==> config.mk <==
export PLATFORM = sky130hd
export DESIGN_NAME = qcw_ramp_sequencer
export DESIGN_NICKNAME = d
export VERILOG_FILES = /design/src/rtl/qcw_pkg.sv /design/src/rtl/qcw_phase_ramp.sv /design/src/rtl/qcw_ramp_sequencer.sv
export SDC_FILE = /design/constraint.sdc
export NUM_CORES = 1
export LEC_CHECK = 0
export CORE_AREA = 5 5 117 119
export DETAILED_ROUTE_END_ITERATION = 12
export DIE_AREA = 0 0 122 124
export PLACE_DENSITY_LB_ADDON = 0.05
export SETUP_SLACK_MARGIN = 0.05
export SYNTH_ARGS = -nofsm -noshare
export SYNTH_HDL_FRONTEND = slang
export SYNTH_SLANG_ARGS = --single-unit
==> constraint.sdc <==
create_clock -name clk -period 10.14 [get_ports clk]
set_input_delay 1.521 -clock clk [delete_from_list [all_inputs] [get_ports clk]]
set_output_delay 1.521 -clock clk [all_outputs]
set_load 0.02 [all_outputs]
==> src/rtl/qcw_pkg.sv <==
// Shared definitions for the QCW ramp sequencer and the bridge driver.
//   qcw_state_e  : sequencer FSM states
//   phase_q88_t  : 8.8 fixed-point phase accumulator type
//   PHASE_*_DEF  : default phase clamp limits shared with the driver
//   clamp_phase  : clamp an integer phase into [lo, hi]
package qcw_pkg;

  typedef enum logic [2:0] {
    IDLE     = 3'd0,
    ARM      = 3'd1,
    RAMP     = 3'd2,
    HALTING  = 3'd3,
    COOLDOWN = 3'd4
  } qcw_state_e;

  typedef logic [15:0] phase_q88_t;

  localparam int unsigned PHASE_FLOOR_DEF = 50;
  localparam int unsigned PHASE_CEIL_DEF  = 254;

  function automatic logic [7:0] clamp_phase(input logic [7:0] v,
                                             input logic [7:0] lo,
                                             input logic [7:0] hi);
    if (v < lo) return lo;
    if (v > hi) return hi;
    return v;
  endfunction

endpackage

==> src/rtl/qcw_phase_ramp.sv <==
// Phase ramp datapath: 8.8 accumulator with saturating step toward the end
// phase, and the clamped 8-bit phase output.
//   clk, rst_n   : clock, async active-low reset
//   load         : load acc from start_phase, latch end_phase/slope
//   step         : advance acc by one slope increment
//   start_phase  : ramp start (integer phase)
//   end_phase    : ramp end (integer phase)
//   slope        : increment per step, unsigned 8.8
//   phase        : registered clamp(acc[15:8]), updated with acc
module qcw_phase_ramp
  import qcw_pkg::*;
#(
  parameter int unsigned PHASE_FLOOR = PHASE_FLOOR_DEF,
  parameter int unsigned PHASE_CEIL  = PHASE_CEIL_DEF
) (
  input  logic        clk,
  input  logic        rst_n,
  input  logic        load,
  input  logic        step,
  input  logic [7:0]  start_phase,
  input  logic [7:0]  end_phase,
  input  logic [15:0] slope,
  output logic [7:0]  phase
);

  phase_q88_t  acc;
  phase_q88_t  acc_nxt;
  phase_q88_t  tgt_q;
  phase_q88_t  slope_q;
  logic        hold_q;
  logic [16:0] sum;

  // Saturating step; a descending ramp request freezes acc at its start value
  always_comb begin
    sum     = {1'b0, acc} + {1'b0, slope_q};
    acc_nxt = acc;
    if (load) begin
      acc_nxt = {start_phase, 8'h00};
    end else if (step && !hold_q) begin
      acc_nxt = (sum > {1'b0, tgt_q}) ? tgt_q : sum[15:0];
    end
  end

  // Accumulator, latched ramp config and clamped phase register
  always_ff @(posedge clk or negedge rst_n) begin
    if (!rst_n) begin
      acc     <= '0;
      tgt_q   <= '0;
      slope_q <= '0;
      hold_q  <= 1'b0;
      phase   <= 8'(PHASE_FLOOR);
    end else begin
      acc   <= acc_nxt;
      phase <= clamp_phase(acc_nxt[15:8], 8'(PHASE_FLOOR), 8'(PHASE_CEIL));
      if (load) begin
        tgt_q   <= {end_phase, 8'h00};
        slope_q <= slope;
        hold_q  <= (end_phase < start_phase);
      end
    end
  end

endmodule

==> src/rtl/qcw_ramp_sequencer.sv <==
// QCW shot sequencer: launches a driver shot on fire, ramps the driver phase
// shift once per bridge period, handles abort/halt, enforces a cooldown and
// reports shot status.
// Optional build macro: QCW_SEQ_WATCHDOG_EN adds a RAMP watchdog that aborts
// the shot when no drv_cycle_finished arrives for TIMEOUT_CLKS clocks.
//   clk, rst_n          : clock, async active-low reset
//   fire, abort         : shot request (IDLE only), level abort request
//   cfg_phase_start/end : ramp start/end phase, latched on fire
//   cfg_slope           : ramp step per period, 8.8, latched on fire
//   cfg_cycles          : shot length in bridge periods, latched on fire
//   drv_ready           : driver idle/ready
//   drv_cycle_finished  : driver one-clock period-done pulse
//   drv_start/halt      : driver start/halt requests
//   drv_phase_shift     : driver phase shift
//   drv_cycle_limit     : driver cycle limit
//   busy                : not in IDLE
//   shot_done           : one-clock pulse at shot end
//   shot_aborted        : last shot ended by abort/watchdog (sticky)
//   shot_count          : completed (non-aborted) shots, wrapping
module qcw_ramp_sequencer
  import qcw_pkg::*;
#(
  parameter int unsigned PHASE_FLOOR   = PHASE_FLOOR_DEF,
  parameter int unsigned PHASE_CEIL    = PHASE_CEIL_DEF,
  parameter int unsigned COOLDOWN_CLKS = 1000000,
  parameter int unsigned TIMEOUT_CLKS  = 4096
) (
  input  logic        clk,
  input  logic        rst_n,
  input  logic        fire,
  input  logic        abort,
  input  logic [7:0]  cfg_phase_start,
  input  logic [7:0]  cfg_phase_end,
  input  logic [15:0] cfg_slope,
  input  logic [15:0] cfg_cycles,
  input  logic        drv_ready,
  input  logic        drv_cycle_finished,
  output logic        drv_start,
  output logic        drv_halt,
  output logic [7:0]  drv_phase_shift,
  output logic [15:0] drv_cycle_limit,
  output logic        busy,
  output logic        shot_done,
  output logic        shot_aborted,
  output logic [15:0] shot_count
);

  localparam int unsigned CD_W = 24;

  qcw_state_e      state, state_nxt;
  logic [CD_W-1:0] cd_cnt, cd_cnt_nxt;
  logic            armed_seen, armed_seen_nxt;
  logic            drv_start_nxt, drv_halt_nxt, busy_nxt;
  logic            shot_done_nxt, shot_aborted_nxt;
  logic [15:0]     cycle_limit_nxt, shot_count_nxt;
  logic            ramp_load, ramp_step;
  logic            wd_trip;
  logic            abort_ev;

`ifdef QCW_SEQ_WATCHDOG_EN
  localparam int unsigned WD_W = $clog2(TIMEOUT_CLKS + 1);
  logic [WD_W-1:0] wd_cnt;

  // Clocks since the last period boundary; held at zero outside RAMP
  always_ff @(posedge clk or negedge rst_n) begin
    if (!rst_n) begin
      wd_cnt <= '0;
    end else if (state != RAMP || drv_cycle_finished) begin
      wd_cnt <= '0;
    end else begin
      wd_cnt <= wd_cnt + WD_W'(1);
    end
  end

  assign wd_trip = (state == RAMP) && (wd_cnt == WD_W'(TIMEOUT_CLKS - 1));
`else
  // TIMEOUT_CLKS kept so both builds share one parameter list
  logic timeout_unused;
  assign timeout_unused = (TIMEOUT_CLKS == 0);
  assign wd_trip        = 1'b0;
`endif

  assign abort_ev = abort || wd_trip;

  qcw_phase_ramp #(
    .PHASE_FLOOR (PHASE_FLOOR),
    .PHASE_CEIL  (PHASE_CEIL)
  ) u_ramp (
    .clk         (clk),
    .rst_n       (rst_n),
    .load        (ramp_load),
    .step        (ramp_step),
    .start_phase (cfg_phase_start),
    .end_phase   (cfg_phase_end),
    .slope       (cfg_slope),
    .phase       (drv_phase_shift)
  );

  // Next-state and next-output logic
  always_comb begin
    state_nxt        = state;
    cd_cnt_nxt       = cd_cnt;
    armed_seen_nxt   = armed_seen;
    drv_start_nxt    = drv_start;
    drv_halt_nxt     = drv_halt;
    cycle_limit_nxt  = drv_cycle_limit;
    shot_done_nxt    = 1'b0;
    shot_aborted_nxt = shot_aborted;
    shot_count_nxt   = shot_count;
    ramp_load        = 1'b0;
    ramp_step        = 1'b0;

    unique case (state)
      IDLE: begin
        if (fire && !abort) begin
          state_nxt        = ARM;
          drv_start_nxt    = 1'b1;
          armed_seen_nxt   = 1'b0;
          cycle_limit_nxt  = cfg_cycles;
          shot_aborted_nxt = 1'b0;
          ramp_load        = 1'b1;
        end
      end
      ARM: begin
        // Start is accepted only on a ready 1->0 transition, so a driver
        // still busy from earlier work is waited out with start held
        if (drv_ready) armed_seen_nxt = 1'b1;
        if (abort) begin
          drv_start_nxt    = 1'b0;
          shot_aborted_nxt = 1'b1;
          if (drv_ready) begin
            state_nxt     = COOLDOWN;
            shot_done_nxt = 1'b1;
          end else begin
            state_nxt    = HALTING;
            drv_halt_nxt = 1'b1;
          end
        end else if (!drv_ready && armed_seen) begin
          drv_start_nxt = 1'b0;
          state_nxt     = RAMP;
        end
      end
      RAMP: begin
        if (abort_ev) begin
          shot_aborted_nxt = 1'b1;
          if (drv_ready) begin
            state_nxt     = COOLDOWN;
            shot_done_nxt = 1'b1;
          end else begin
            state_nxt    = HALTING;
            drv_halt_nxt = 1'b1;
          end
        end else begin
          ramp_step = drv_cycle_finished;
          if (drv_ready) begin
            state_nxt      = COOLDOWN;
            shot_done_nxt  = 1'b1;
            shot_count_nxt = shot_count + 16'd1;
          end
        end
      end
      HALTING: begin
        // Driver honours halt only while running; hold it until it is idle
        if (drv_ready) begin
          drv_halt_nxt  = 1'b0;
          shot_done_nxt = 1'b1;
          state_nxt     = COOLDOWN;
        end
      end
      COOLDOWN: begin
        if (cd_cnt == '0) begin
          state_nxt = IDLE;
        end else begin
          cd_cnt_nxt = cd_cnt - CD_W'(1);
        end
      end
      default: state_nxt = IDLE;
    endcase

    if (state_nxt == COOLDOWN && state != COOLDOWN) begin
      cd_cnt_nxt = CD_W'(COOLDOWN_CLKS - 1);
    end
    busy_nxt = (state_nxt != IDLE);
  end

  // State and registered outputs
  always_ff @(posedge clk or negedge rst_n) begin
    if (!rst_n) begin
      state           <= IDLE;
      cd_cnt          <= '0;
      armed_seen      <= 1'b0;
      drv_start       <= 1'b0;
      drv_halt        <= 1'b0;
      drv_cycle_limit <= '0;
      busy            <= 1'b0;
      shot_done       <= 1'b0;
      shot_aborted    <= 1'b0;
      shot_count      <= '0;
    end else begin
      state           <= state_nxt;
      cd_cnt          <= cd_cnt_nxt;
      armed_seen      <= armed_seen_nxt;
      drv_start       <= drv_start_nxt;
      drv_halt        <= drv_halt_nxt;
      drv_cycle_limit <= cycle_limit_nxt;
      busy            <= busy_nxt;
      shot_done       <= shot_done_nxt;
      shot_aborted    <= shot_aborted_nxt;
      shot_count      <= shot_count_nxt;
    end
  end

endmodule

# ---- Yosys cells after proc, flatten, opt, wreduce, memory -nomap -nowiden
# Index checks and enable logic that the tools add are counted.
dict set report word_totals {
  out_inout_bits 45
  elab_cells 102
  ff_bits 114
  inputBits 54
}
dict set report classes {
  n_reduce_logical 24
  muxes 41
  addsub 3
  bitwise_logic 1
  n_lt_le_gt_ge 4
  eq_ne 13
}
# operator count
set ops {}
lappend ops {{$mux W24} 3}
lappend ops {{$mux W16} 3}
lappend ops {{$mux W8} 4}
lappend ops {{$logic_not A24 Y1} 1}
lappend ops {{$sub A24 B1 Y24 const B} 1}
lappend ops {{$mux W3} 7}
lappend ops {{$mux W1} 18}
lappend ops {{$add A16 B16 Y17} 1}
lappend ops {{$gt A17 B16 Y1} 1}
lappend ops {{$add A16 B1 Y16 const B} 1}
lappend ops {{$pmux W3 S5} 1}
lappend ops {{$reduce_and A3 Y1} 4}
lappend ops {{$pmux W1 S2} 5}
lappend ops {{$reduce_bool A2 Y1} 5}
lappend ops {{$gt A8 B8 Y1 const B} 1}
lappend ops {{$lt A8 B6 Y1 const B} 1}
lappend ops {{$lt A8 B8 Y1} 1}
lappend ops {{$ne A2 B2 Y1 const B} 4}
lappend ops {{$eq A3 B2 Y1 const B} 2}
lappend ops {{$eq A3 B3 Y1 const B} 2}
lappend ops {{$ne A3 B3 Y1 const B} 2}
lappend ops {{$logic_and A1 B1 Y1} 4}
lappend ops {{$ne A2 B1 Y1 const B} 2}
lappend ops {{$reduce_and A2 Y1} 2}
lappend ops {{other kinds (7)} 10}

# ---- Logic depth before layout (Yosys ltp)
# Gate-level depths: netlist of the first run.
dict set report depth {
  ltp_word 10
  ltp_mapped 18
  depth_no_buf 17
}

# ---- Hierarchy
# A second synthesis of the first run with hierarchy kept.
dict set report hier_totals {
  cells_unflattened 592
  area_unflattened_um2 6190.9
}
# module area_per_inst_um2 seq_area_each_um2 cells_per_inst n_inst
set by_module_without_submodules {}
lappend by_module_without_submodules {qcw_phase_ramp 3118.0 1229.9 315 1}
lappend by_module_without_submodules {qcw_ramp_sequencer 3072.9 1626.6 277 1}

# ---- Worst setup path before layout of the first run
# Ideal clock, no wire load.
dict set report synth_timing {
  path_type {reg-to-reg}
  start {reg u_ramp.slope_q[1]}
  end {reg u_ramp.phase[0]}
  path_stages_with_launch 19
  setup_ns 0.094
  period_less_slack_ns 4.603
  t_required_ns 10.046
  path_buffers 1
  arrival_ns 4.510
  path_slack_ns 5.537
  path_cell_list {dfrtp_1 ha_1 a211oi_4 o31ai_2 o221a_2 o21a_1 nor4b_1 nor4b_4 ha_1 nand4b_1 nor4_2 o221ai_1 o32ai_2 and3_4 buf_12 mux2i_1 a221o_1 a311o_1 a221oi_2}
}
dict set report synth_via {
  elab_chain_cells 10
  elab_cells_between_ends 13
  cone_classes {add/sub: 1; order compare: 3; mux: 9}
}
# item line
set synth_lines {}
lappend synth_lines {{from (decl)} qcw_phase_ramp.sv:29} ;# phase_q88_t slope_q;
lappend synth_lines {{from (signal assigned)} qcw_phase_ramp.sv:57} ;# slope_q <= slope;
lappend synth_lines {{$add A16 B16 Y17 *} qcw_phase_ramp.sv:35} ;# sum = {1'b0, acc} + {1'b0, slope_q};
lappend synth_lines {{$gt A17 B16 Y1} qcw_phase_ramp.sv:40} ;# acc_nxt = (sum > {1'b0, tgt_q}) ? tgt_q : sum[15:0];
lappend synth_lines {{$mux W16 *} qcw_phase_ramp.sv:40}
lappend synth_lines {{$mux W16 *} qcw_phase_ramp.sv:39} ;# end else if (step && !hold_q) begin
lappend synth_lines {{$mux W16 *} qcw_phase_ramp.sv:37} ;# if (load) begin
lappend synth_lines {{$gt A8 B8 Y1} qcw_pkg.sv:25} ;# if (v > hi) return hi;
lappend synth_lines {{$mux W1 (2 in a row)} qcw_pkg.sv:25}
lappend synth_lines {{$mux W8} qcw_pkg.sv:26} ;# return v;
lappend synth_lines {{$mux W8 *} qcw_pkg.sv:25}
lappend synth_lines {{to (signal assigned)} qcw_phase_ramp.sv:51} ;# phase <= 8'(PHASE_FLOOR);
lappend synth_lines {{to (signal assigned)} qcw_phase_ramp.sv:54} ;# phase <= clamp_phase(acc_nxt[15:8], 8'(PHASE_FLOOR), 8'(PHASE_CEIL));
lappend synth_lines {{to (decl)} qcw_phase_ramp.sv:23} ;# output logic [7:0] phase
# Mark *: on every way between the ends. The rest lies on a longest branch, timed or not. The select of a mux whose other input is x is not followed.
# A chain may end at the register's enable or synchronous reset.

# ---- Final worst setup path of the first run
# Ends and elaborated chain as after synthesis.

==> flow_summary.html, run 1 <==
<table>
<tr><th>Metric</th><th>Value</th></tr>
<tr><th colspan="2">Job</th></tr>
<tr><td>Maxcap violations</td><td>0</td></tr>
<tr><th colspan="2">Setup path</th></tr>
<tr><td>Worst path required time</td><td>10.47 ns</td></tr>
<tr><td>Reg2reg setup slack</td><td>5.03 ns</td></tr>
<tr><td>Destination of the critical timing path</td><td>u_ramp.phase[0]$_DFF_PN0_</td></tr>
<tr><td>Endpoint of the lowest-slack register-to-register path</td><td>u_ramp.phase[0]$_DFF_PN0_</td></tr>
<tr><td>Data arrival time of the critical path</td><td>5.44 ns</td></tr>
<tr><td>Type of element launching the critical path</td><td>flop</td></tr>
<tr><td>R2R cell count</td><td>17</td></tr>
<tr><td>Origin of the critical flop-to-flop path</td><td>u_ramp.slope_q[1]$_DFFE_PN0P_</td></tr>
<tr><td>Start-to-end type of the worst setup path</td><td>flop to flop</td></tr>
<tr><td>Worst Path Buf+Inv</td><td>0</td></tr>
<tr><td>Most repeated library cell on the critical path</td><td>ha_1</td></tr>
<tr><td>Cell family with the largest share of critical-path delay</td><td>compound AO/OA/AOI/OAI gates</td></tr>
<tr><td>Timing startpoint of the critical path</td><td>u_ramp.slope_q[1]$_DFFE_PN0P_</td></tr>
<tr><td>Cell count along the critical path</td><td>17</td></tr>
<tr><td>Delay contributed by the slowest stage of the critical path</td><td>0.50 ns</td></tr>
<tr><td>Kind of end point of the critical path</td><td>flop</td></tr>
<tr><td>Max Fanout on Critical Path</td><td>12</td></tr>
<tr><td>Crit-path slowest cell</td><td>nor4b_1</td></tr>
<tr><td>Ordered list of cells on the worst path</td><td>ha_1, a211oi_4, o31ai_2, o221a_2, o21a_1, nor4b_1, nor4b_4, ha_1, nand4b_1, nor4_2, o221ai_1, o32ai_2, and3_4, mux2i_1, a221o_1, a311o_1, a221oi_2</td></tr>
<tr><th colspan="2">Worst hold path</th></tr>
<tr><td>Min-Delay Path Class</td><td>flop to flop</td></tr>
<tr><th colspan="2">Power and ir drop</th></tr>
<tr><td>IR drop worst, VDD</td><td>173 uV</td></tr>
<tr><td>Pwr/cell area</td><td>330 nW/um^2</td></tr>
<tr><td>Total leakage power</td><td>3.69 nW</td></tr>
<tr><th colspan="2">Logic synthesis</th></tr>
<tr><td>Count of flip-flops with a built-in enable after synthesis</td><td>0</td></tr>
<tr><td>Cell area after synthesis</td><td>roughly 6000 um^2</td></tr>
<tr><td>Number of flip-flops and latches in the synthesized netlist</td><td>114</td></tr>
<tr><td>Instance count of the mapped netlist</td><td>655</td></tr>
<tr><td>Synth Area in Compound Gates</td><td>0.148</td></tr>
<tr><td>Simple-gate share of the synthesized area</td><td>0.214</td></tr>
<tr><td>Adder-cell area share of the yosys netlist</td><td>0.0727</td></tr>
<tr><td>Register area share after synthesis</td><td>0.466</td></tr>
<tr><td>Multiplexer share of the synthesized area</td><td>0.0102</td></tr>
<tr><td>Most used flip-flop cell after synthesis</td><td>dfrtp_1</td></tr>
<tr><td>Synth unique cells</td><td>72</td></tr>
<tr><td>Fraction of registers with async set or reset after synthesis</td><td>1.00</td></tr>
<tr><td>Area share of xor/xnor cells in the synthesized design</td><td>0.0529</td></tr>
<tr><td>Combinational family with the most area after synthesis</td><td>simple AND/OR/NAND/NOR gates</td></tr>
<tr><td>Net count after synthesis</td><td>744</td></tr>
<tr><td>Syn_area_per_cell</td><td>9.36 um^2</td></tr>
<tr><td>Yosys synthesis warning count</td><td>0</td></tr>
<tr><th colspan="2">Layout</th></tr>
<tr><td>Post-Route Utilization</td><td>0.633</td></tr>
<tr><td>Sequential Area</td><td>2860 um^2</td></tr>
<tr><td>Filler cell count in the final layout</td><td>between 1000 and 1500</td></tr>
<tr><td>Summed area of non-filler cells in the final layout</td><td>7890 um^2</td></tr>
<tr><td>Diode insertion count for antenna repair</td><td>0</td></tr>
<tr><td>Final layout net count</td><td>843</td></tr>
<tr><td>Combined area of the multi-input logic cells</td><td>3060 um^2</td></tr>
<tr><td>Proportion of layout cells with a drive suffix above 1</td><td>0.0795</td></tr>
<tr><td>Layout area overhead</td><td>28.8%</td></tr>
<tr><td>Final instance count without filler cells</td><td>approximately 940</td></tr>
<tr><td>Most common cell after layout, fill and taps aside</td><td>nand2_1</td></tr>
<tr><td>Most used cells in the layout excluding fill and tap cells</td><td>156 x nand2_1, 111 x dfrtp_1, 97 x clkdlybuf4s50_1</td></tr>
<tr><th colspan="2">STA</th></tr>
<tr><td>Headroom to the max-slew limit</td><td>0.271</td></tr>
<tr><td>Finish-stage setup viols</td><td>0</td></tr>
<tr><td>Final Hold Fails</td><td>0</td></tr>
<tr><td>TNS Setup</td><td>0 ns</td></tr>
<tr><td>Tmin final</td><td>5.11 ns</td></tr>
<tr><td>Final Slew Violations</td><td>0</td></tr>
<tr><td>Unrepaired setup endpoints after global routing</td><td>false</td></tr>
<tr><td>Clock tree skew after final layout</td><td>0.00601 ns</td></tr>
<tr><td>Final worst path period share</td><td>0.504</td></tr>
<tr><td>Maximum frequency from static timing analysis</td><td>196 MHz</td></tr>
<tr><td>Worst Tran Pin Value</td><td>roughly 1.1 ns</td></tr>
<tr><th colspan="2">Global routing</th></tr>
<tr><td>Number of global-route vias before repair</td><td>5135</td></tr>
<tr><td>GRT Overall Usage</td><td>0.216</td></tr>
<tr><td>Wire length of the first global-routing pass</td><td>25600 um</td></tr>
<tr><td>Total gr overflow</td><td>0</td></tr>
<tr><td>Antenna violations before repair</td><td>0</td></tr>
<tr><td>Pin count of the biggest net entering global routing</td><td>64</td></tr>
<tr><th colspan="2">Placed design</th></tr>
<tr><td>DPL Wire Length</td><td>around 11000 um</td></tr>
<tr><td>Placed Cells</td><td>907</td></tr>
<tr><td>Placer's final routability congestion estimate</td><td>slightly above 0.9</td></tr>
<tr><td>Total placed instance area</td><td>just over 7000 um^2</td></tr>
<tr><td>Count of port buffers added during placement</td><td>98</td></tr>
<tr><th colspan="2">CTS</th></tr>
<tr><td>Clk Latency, worst-skew pair</td><td>just over 0.4 ns</td></tr>
<tr><td>Clock tree from TritonCTS</td><td>yes</td></tr>
<tr><td>TritonCTS Buffers</td><td>17</td></tr>
<tr><td>Resized cells post-CTS</td><td>0</td></tr>
<tr><td>Root buffer cell</td><td>clkbuf_16</td></tr>
<tr><td>Largest buffer count on any clock path</td><td>2</td></tr>
<tr><td>Clock transition at the register clock pins on the worst setup and hold paths after CTS</td><td>0.05 ns</td></tr>
<tr><td>Post-CTS setup buffer count</td><td>0</td></tr>
<tr><td>Total of hold buffers inserted after clock tree synthesis</td><td>0</td></tr>
<tr><td>Sinks on the clock net</td><td>114</td></tr>
<tr><td>Total number of H-tree levels</td><td>4</td></tr>
<tr><th colspan="2">Floorplan</th></tr>
<tr><td>Number of top-level pins</td><td>between 90 and 100</td></tr>
<tr><td>Initial core utilization</td><td>0.492</td></tr>
<tr><td>Core region area</td><td>between 10000 and 15000 um^2</td></tr>
<tr><td>Number of rows created at floorplan</td><td>41</td></tr>
<tr><td>Area enclosed by the die boundary</td><td>15100 um^2</td></tr>
<tr><td>Chip Width</td><td>between 100 and 150 um</td></tr>
<tr><td>Chip height</td><td>124 um</td></tr>
<tr><th colspan="2">Routing</th></tr>
<tr><td>DR pass1 iterations</td><td>5</td></tr>
<tr><td>Via-per-instance ratio</td><td>5.41</td></tr>
<tr><td>Drt total wl</td><td>15300 um</td></tr>
<tr><td>DRC violation total after the first TritonRoute iteration</td><td>308</td></tr>
<tr><td>Post-route DRC violation count</td><td>0</td></tr>
<tr><td>Number of routed nets with antenna violations</td><td>0</td></tr>
<tr><td>Avg WL per Cell</td><td>around 16 um</td></tr>
<tr><td>Vias after detailed routing</td><td>5078</td></tr>
<tr><th colspan="2">Run status</th></tr>
<tr><td>Result of the run</td><td>complete, no violations</td></tr>
</table>
## worst reg2reg max path, stage by stage (launching register included)
cell and delay [ns]:
dfrtp_1 0.41, ha_1 0.35, a211oi_4 0.29, o31ai_2 0.14, o221a_2 0.33, o21a_1 0.24, nor4b_1 0.50, nor4b_4 0.13
ha_1 0.32, nand4b_1 0.11, nor4_2 0.29, o221ai_1 0.18, o32ai_2 0.27, and3_4 0.34, mux2i_1 0.11, a221o_1 0.39
a311o_1 0.40, a221oi_2 0.25
## layer usage
layer | vias to the layer above | routed length [um] | global-route usage
met1 | 2453 | 7490 | 0.304
met4 | 0 | 227 | 0.0686
met5 | - | 0 | 0
met3 | 18 | 817 | 0.0490
met2 | 134 | 6770 | 0.333
li1 | 2473 | - | -
## how the worst min path moves through the flow
stage,from,end,slack (ns),cells past startpoint
4_1_cts,drv_cycle_limit[15]$_DFFE_PN0P_,drv_cycle_limit[15]$_DFFE_PN0P_,0.47,2
5_1_grt,drv_cycle_limit[2]$_DFFE_PN0P_,drv_cycle_limit[2]$_DFFE_PN0P_,0.50,2
3_3_place_gp,drv_cycle_limit[15]$_DFFE_PN0P_,drv_cycle_limit[15]$_DFFE_PN0P_,0.46,2
3_5_place_dp,drv_cycle_limit[15]$_DFFE_PN0P_,drv_cycle_limit[15]$_DFFE_PN0P_,0.46,2
2_1_floorplan,u_ramp.slope_q[0]$_DFFE_PN0P_,u_ramp.slope_q[0]$_DFFE_PN0P_,0.45,2
6_report,drv_cycle_limit[15]$_DFFE_PN0P_,drv_cycle_limit[15]$_DFFE_PN0P_,0.47,2
## stage by stage
step	worst slack (ns)	hold slack (ns)	power (mW)
after floorplan	5.54	0.452	1.62
after global placement	5.29	0.456	1.93
after detailed placement	5.05	0.461	1.95
after CTS	5.05	0.474	2.62
after global routing	4.70	0.497	2.79
final	5.03	0.469	2.61
## flip-flops by register name, indices dropped and copies added, names as in the netlist
signal and flops:
armed_seen 1, drv_halt 1, cd_cnt 24, drv_start 1, state 3, shot_done 1
drv_cycle_limit 16, shot_aborted 1, busy 1, u_ramp.hold_q 1, u_ramp.acc 16, u_ramp.tgt_q 8
shot_count 16, u_ramp.phase 8, u_ramp.slope_q 16
## cell type report
class,count,area share
Clock buffer,22,0.0575
Clock inverter,10,0.0231
Inverter,33,0.0157
Multi-Input combinational cell,487,0.388
Sequential cell,114,0.362
Tap cell,172,0.0273
Timing Repair Buffer,101,0.127
## kinds of logic after synthesis
family          Yosys count
buf+inv                  54
mux                       6
xor+xnor                 37
flops                   114
fa+ha+maj                35
compound gates          127
simple gates            282
## power by group
group	internal, mW	switching [mW]	leakage, nW	total (mW)
clock	0.442	0.208	0.312	0.649
combinational	0.534	0.706	1.96	1.24
sequential	0.612	0.106	1.42	0.718
total	1.59	1.02	3.69	2.61
## synth_stat cells, types with 3 or more instances
library cell | instances | share of area
nor2_1 | 44 | 0.027
a21oi_1 | 25 | 0.020
and3_1 | 9 | 0.0092
or3_1 | 7 | 0.0071
o2111ai_1 | 3 | 0.0043
inv_1 | 33 | 0.020
nor4_1 | 8 | 0.0082
or2_2 | 4 | 0.0041
o211ai_1 | 4 | 0.0049
xor2_1 | 17 | 0.024
o21a_1 | 8 | 0.0098
o21ai_0 | 26 | 0.021
o31ai_1 | 6 | 0.0073
clkbuf_1 | 18 | 0.011
a22oi_1 | 4 | 0.0049
nand2_1 | 156 | 0.096
nor3_1 | 9 | 0.0073
nand2b_1 | 3 | 0.0031
mux2i_1 | 4 | 0.0065
or4_1 | 4 | 0.0049
o221ai_1 | 3 | 0.0043
dfstp_2 | 3 | 0.013
a31o_2 | 3 | 0.0043
and2_1 | 3 | 0.0031
dfrtp_1 | 111 | 0.45
a21o_1 | 8 | 0.0098
nand3_1 | 7 | 0.0057
ha_1 | 34 | 0.069
xnor2_1 | 20 | 0.029
nand4_1 | 5 | 0.0051
a211oi_1 | 3 | 0.0037
nor2b_1 | 5 | 0.0051
a22o_1 | 7 | 0.010
No activity file was read; power rests on OpenSTA's default activity.
==> run 2, diff against run 1 <==
--- a/config.mk
+++ b/config.mk
@@ -5,9 +5,9 @@
 export SDC_FILE = /design/constraint.sdc
 export NUM_CORES = 1
 export LEC_CHECK = 0
-export CORE_AREA = 5 5 117 119
+export CORE_AREA = 5 5 118 120
 export DETAILED_ROUTE_END_ITERATION = 12
-export DIE_AREA = 0 0 122 124
+export DIE_AREA = 0 0 123 125
 export PLACE_DENSITY_LB_ADDON = 0.05
 export SETUP_SLACK_MARGIN = 0.05
 export SYNTH_ARGS = -nofsm -noshare
==> constraint.sdc (replaced) <==
create_clock -name clk -period 4.2 [get_ports clk]
set_input_delay 0.63 -clock clk [delete_from_list [all_inputs] [get_ports clk]]
set_output_delay 0.63 -clock clk [all_outputs]
set_load 0.02 [all_outputs]
==> flow_summary.html, run 2 (synthesis gave the netlist of run 1 again) <==
<table>
<tr><th>Metric</th><th>Value</th></tr>
<tr><th colspan="2">Run status</th></tr>
<tr><td>Result of the run</td><td>finished with violations</td></tr>
<tr><td>Failing checks</td><td>negative setup slack</td></tr>
<tr><th colspan="2">Power and ir drop</th></tr>
<tr><td>IR drop worst, VDD</td><td>481 uV</td></tr>
<tr><td>Pwr/cell area</td><td>834 nW/um^2</td></tr>
<tr><td>Total leakage power</td><td>approximately 4 nW</td></tr>
<tr><th colspan="2">Routing</th></tr>
<tr><td>Drt total wl</td><td>15900 um</td></tr>
<tr><td>Avg WL per Cell</td><td>16.0 um</td></tr>
<tr><td>DRC violation total after the first TritonRoute iteration</td><td>around 340</td></tr>
<tr><td>Via-per-instance ratio</td><td>5.26</td></tr>
<tr><td>DR pass1 iterations</td><td>4</td></tr>
<tr><td>Number of routed nets with antenna violations</td><td>0</td></tr>
<tr><td>Post-route DRC violation count</td><td>0</td></tr>
<tr><td>Vias after detailed routing</td><td>5243</td></tr>
<tr><th colspan="2">Layout</th></tr>
<tr><td>Register with the most flip-flops</td><td>cd_cnt</td></tr>
<tr><td>Post-Route Utilization</td><td>0.654</td></tr>
<tr><td>Largest register FFs</td><td>24</td></tr>
<tr><td>Diode insertion count for antenna repair</td><td>0</td></tr>
<tr><td>Layout area overhead</td><td>37.3%</td></tr>
<tr><td>Most common cell after layout, fill and taps aside</td><td>nand2_1</td></tr>
<tr><td>Final layout net count</td><td>897</td></tr>
<tr><td>Proportion of layout cells with a drive suffix above 1</td><td>0.166</td></tr>
<tr><td>Most used cells in the layout excluding fill and tap cells</td><td>155 x nand2_1, 111 x dfrtp_1, 97 x clkdlybuf4s50_1</td></tr>
<tr><th colspan="2">STA</th></tr>
<tr><td>Worst setup slack after layout</td><td>-0.355 ns</td></tr>
<tr><td>Hold Worst Slack</td><td>0.162 ns</td></tr>
<tr><td>Final Slew Violations</td><td>0</td></tr>
<tr><td>Headroom to the max-slew limit</td><td>0.605</td></tr>
<tr><td>Tmin final</td><td>4.55 ns</td></tr>
<tr><td>Final worst path period share</td><td>1.08</td></tr>
<tr><td>Unrepaired setup endpoints after global routing</td><td>true</td></tr>
<tr><td>Maximum frequency from static timing analysis</td><td>~220 MHz</td></tr>
<tr><td>Final Hold Fails</td><td>0</td></tr>
<tr><td>Clock tree skew after final layout</td><td>around 0.0076 ns</td></tr>
<tr><td>Worst Tran Pin Value</td><td>slightly below 0.6 ns</td></tr>
<tr><td>Finish-stage setup viols</td><td>7</td></tr>
<tr><th colspan="2">Global routing</th></tr>
<tr><td>Total gr overflow</td><td>0</td></tr>
<tr><td>Pin count of the biggest net entering global routing</td><td>56</td></tr>
<tr><td>GRT Overall Usage</td><td>0.215</td></tr>
<tr><td>Number of global-route vias before repair</td><td>5214</td></tr>
<tr><td>Antenna violations before repair</td><td>0</td></tr>
<tr><td>Wire length of the first global-routing pass</td><td>roughly 26000 um</td></tr>
<tr><th colspan="2">Setup path</th></tr>
<tr><td>Max Fanout on Critical Path</td><td>4</td></tr>
<tr><td>Data arrival time of the critical path</td><td>between 4 and 5 ns</td></tr>
<tr><td>Worst Path Buf+Inv</td><td>0</td></tr>
<tr><td>Cell family with the largest share of critical-path delay</td><td>compound AO/OA/AOI/OAI gates</td></tr>
<tr><td>Start-to-end type of the worst setup path</td><td>flop to flop</td></tr>
<tr><td>Ordered list of cells on the worst path</td><td>ha_4, a211oi_4, o31ai_4, o221a_4, o21a_1, o311a_1, nor4b_4, ha_1, o21a_1, o221ai_1, a21oi_1, o2bb2ai_1, and3_4, mux2i_2, a221o_1, a311o_1, a221oi_2</td></tr>
<tr><td>Endpoint of the lowest-slack register-to-register path</td><td>u_ramp.phase[0]$_DFF_PN0_</td></tr>
<tr><td>R2R cell count</td><td>17</td></tr>
<tr><td>Worst path required time</td><td>between 4 and 5 ns</td></tr>
<tr><td>Crit-path slowest cell</td><td>a311o_1</td></tr>
<tr><td>Most repeated library cell on the critical path</td><td>o21a_1</td></tr>
<tr><td>Type of element launching the critical path</td><td>flop</td></tr>
<tr><td>Timing startpoint of the critical path</td><td>u_ramp.slope_q[1]$_DFFE_PN0P_</td></tr>
<tr><td>Kind of end point of the critical path</td><td>flop</td></tr>
<tr><td>Origin of the critical flop-to-flop path</td><td>u_ramp.slope_q[1]$_DFFE_PN0P_</td></tr>
<tr><td>Reg2reg setup slack</td><td>-0.35 ns</td></tr>
<tr><td>Delay contributed by the slowest stage of the critical path</td><td>0.42 ns</td></tr>
<tr><th colspan="2">CTS</th></tr>
<tr><td>Sinks on the clock net</td><td>114</td></tr>
<tr><td>Clk Latency, worst-skew pair</td><td>0.41 ns</td></tr>
<tr><td>Largest buffer count on any clock path</td><td>2</td></tr>
<tr><td>Total of hold buffers inserted after clock tree synthesis</td><td>0</td></tr>
<tr><td>Clock transition at the register clock pins on the worst setup and hold paths after CTS</td><td>0.05 ns</td></tr>
<tr><td>Root buffer cell</td><td>clkbuf_16</td></tr>
<tr><td>Total number of H-tree levels</td><td>4</td></tr>
<tr><td>TritonCTS Buffers</td><td>17</td></tr>
<tr><td>Clock tree from TritonCTS</td><td>yes</td></tr>
<tr><th colspan="2">Floorplan</th></tr>
<tr><td>Initial core utilization</td><td>0.476</td></tr>
<tr><td>Number of top-level pins</td><td>99</td></tr>
<tr><td>Number of rows created at floorplan</td><td>42</td></tr>
<tr><td>Chip height</td><td>125 um</td></tr>
<tr><td>Area enclosed by the die boundary</td><td>roughly 15000 um^2</td></tr>
<tr><td>Core region area</td><td>12900 um^2</td></tr>
<tr><td>Chip Width</td><td>123 um</td></tr>
<tr><th colspan="2">Placed design</th></tr>
<tr><td>DPL Wire Length</td><td>roughly 12000 um</td></tr>
<tr><td>Count of port buffers added during placement</td><td>98</td></tr>
<tr><td>Placer's final routability congestion estimate</td><td>between 0.9 and 1</td></tr>
<tr><th colspan="2">Job</th></tr>
<tr><td>Maxcap violations</td><td>0</td></tr>
<tr><th colspan="2">Worst hold path</th></tr>
<tr><td>Min-Delay Path Class</td><td>input port to async pin</td></tr>
</table>
## run 2: worst reg2reg max path, stage by stage (launching register included)
cell and delay, ns:
dfrtp_1 0.41, ha_4 0.26, a211oi_4 0.27, o31ai_4 0.13, o221a_4 0.30, o21a_1 0.22
o311a_1 0.33, nor4b_4 0.24, ha_1 0.29, o21a_1 0.18, o221ai_1 0.18, a21oi_1 0.10
o2bb2ai_1 0.20, and3_4 0.26, mux2i_2 0.09, a221o_1 0.34, a311o_1 0.42, a221oi_2 0.27
## run 2: how the worst max path moves through the flow
stage	end	slack, ns	cells past startpoint
floorplan	u_ramp.phase[0]$_DFF_PN0_	-0.35	18
global placement	u_ramp.phase[0]$_DFF_PN0_	-0.31	17
detailed placement	u_ramp.phase[0]$_DFF_PN0_	-0.47	17
CTS	u_ramp.phase[0]$_DFF_PN0_	-0.36	17
global route	u_ramp.phase[0]$_DFF_PN0_	-0.55	17
finish	u_ramp.phase[0]$_DFF_PN0_	-0.35	17
## run 2: cell type report
class,instances,area [um^2]
fill,1080,4450
timing repair buffer,155,1420
inverter,33,124
tap,176,220
clock buffer,22,454
multi-input combinational,487,3210
clock inverter,10,134
sequential,114,2860
## run 2: what timing repair did
item | 4_1_cts | 5_1_grt
gates cloned | 0 | 0
gates resized for setup | 7 | 27
buffers inserted | 4 | 8
endpoints found under the setup margin | 24 | 24
pin swaps | 10 | 23
## run 2: metrics by stage
stage | TNS, ns | power [mW] | instances | setup slack, ns | cell area (um^2)
finish | -1.35 | 7.02 | 997 | -0.355 | 8420
floorplan | -1.10 | 3.92 | 655 | -0.352 | 6140
global route | -2.74 | 7.49 | 997 | -0.546 | 8420
detailed placement | -2.32 | 5.03 | 955 | -0.473 | 7600
CTS | -1.60 | 6.62 | 991 | -0.365 | 8260
global placement | -1.16 | 4.99 | 955 | -0.312 | 7600
## run 2: routing by layer
| layer | share of wire | track usage | wire, um | vias up |
|---|---|---|---|---|
| li1 | - | - | - | 2583 |
| met1 | 0.48 | 0.308 | 7650 | 2512 |
| met2 | 0.45 | 0.327 | 7230 | 137 |
| met3 | 0.058 | 0.0470 | 918 | 11 |
| met4 | 0.0087 | 0.0684 | 139 | 0 |
| met5 | 0 | 0 | 0 | - |
## run 2: report_power, final
group / switching (mW) / internal, mW / leakage, nW
combinational: 1.94 / 1.91 / 2.28
sequential: 0.270 / 1.48 / 1.42
clock: 0.488 / 0.943 / 0.284
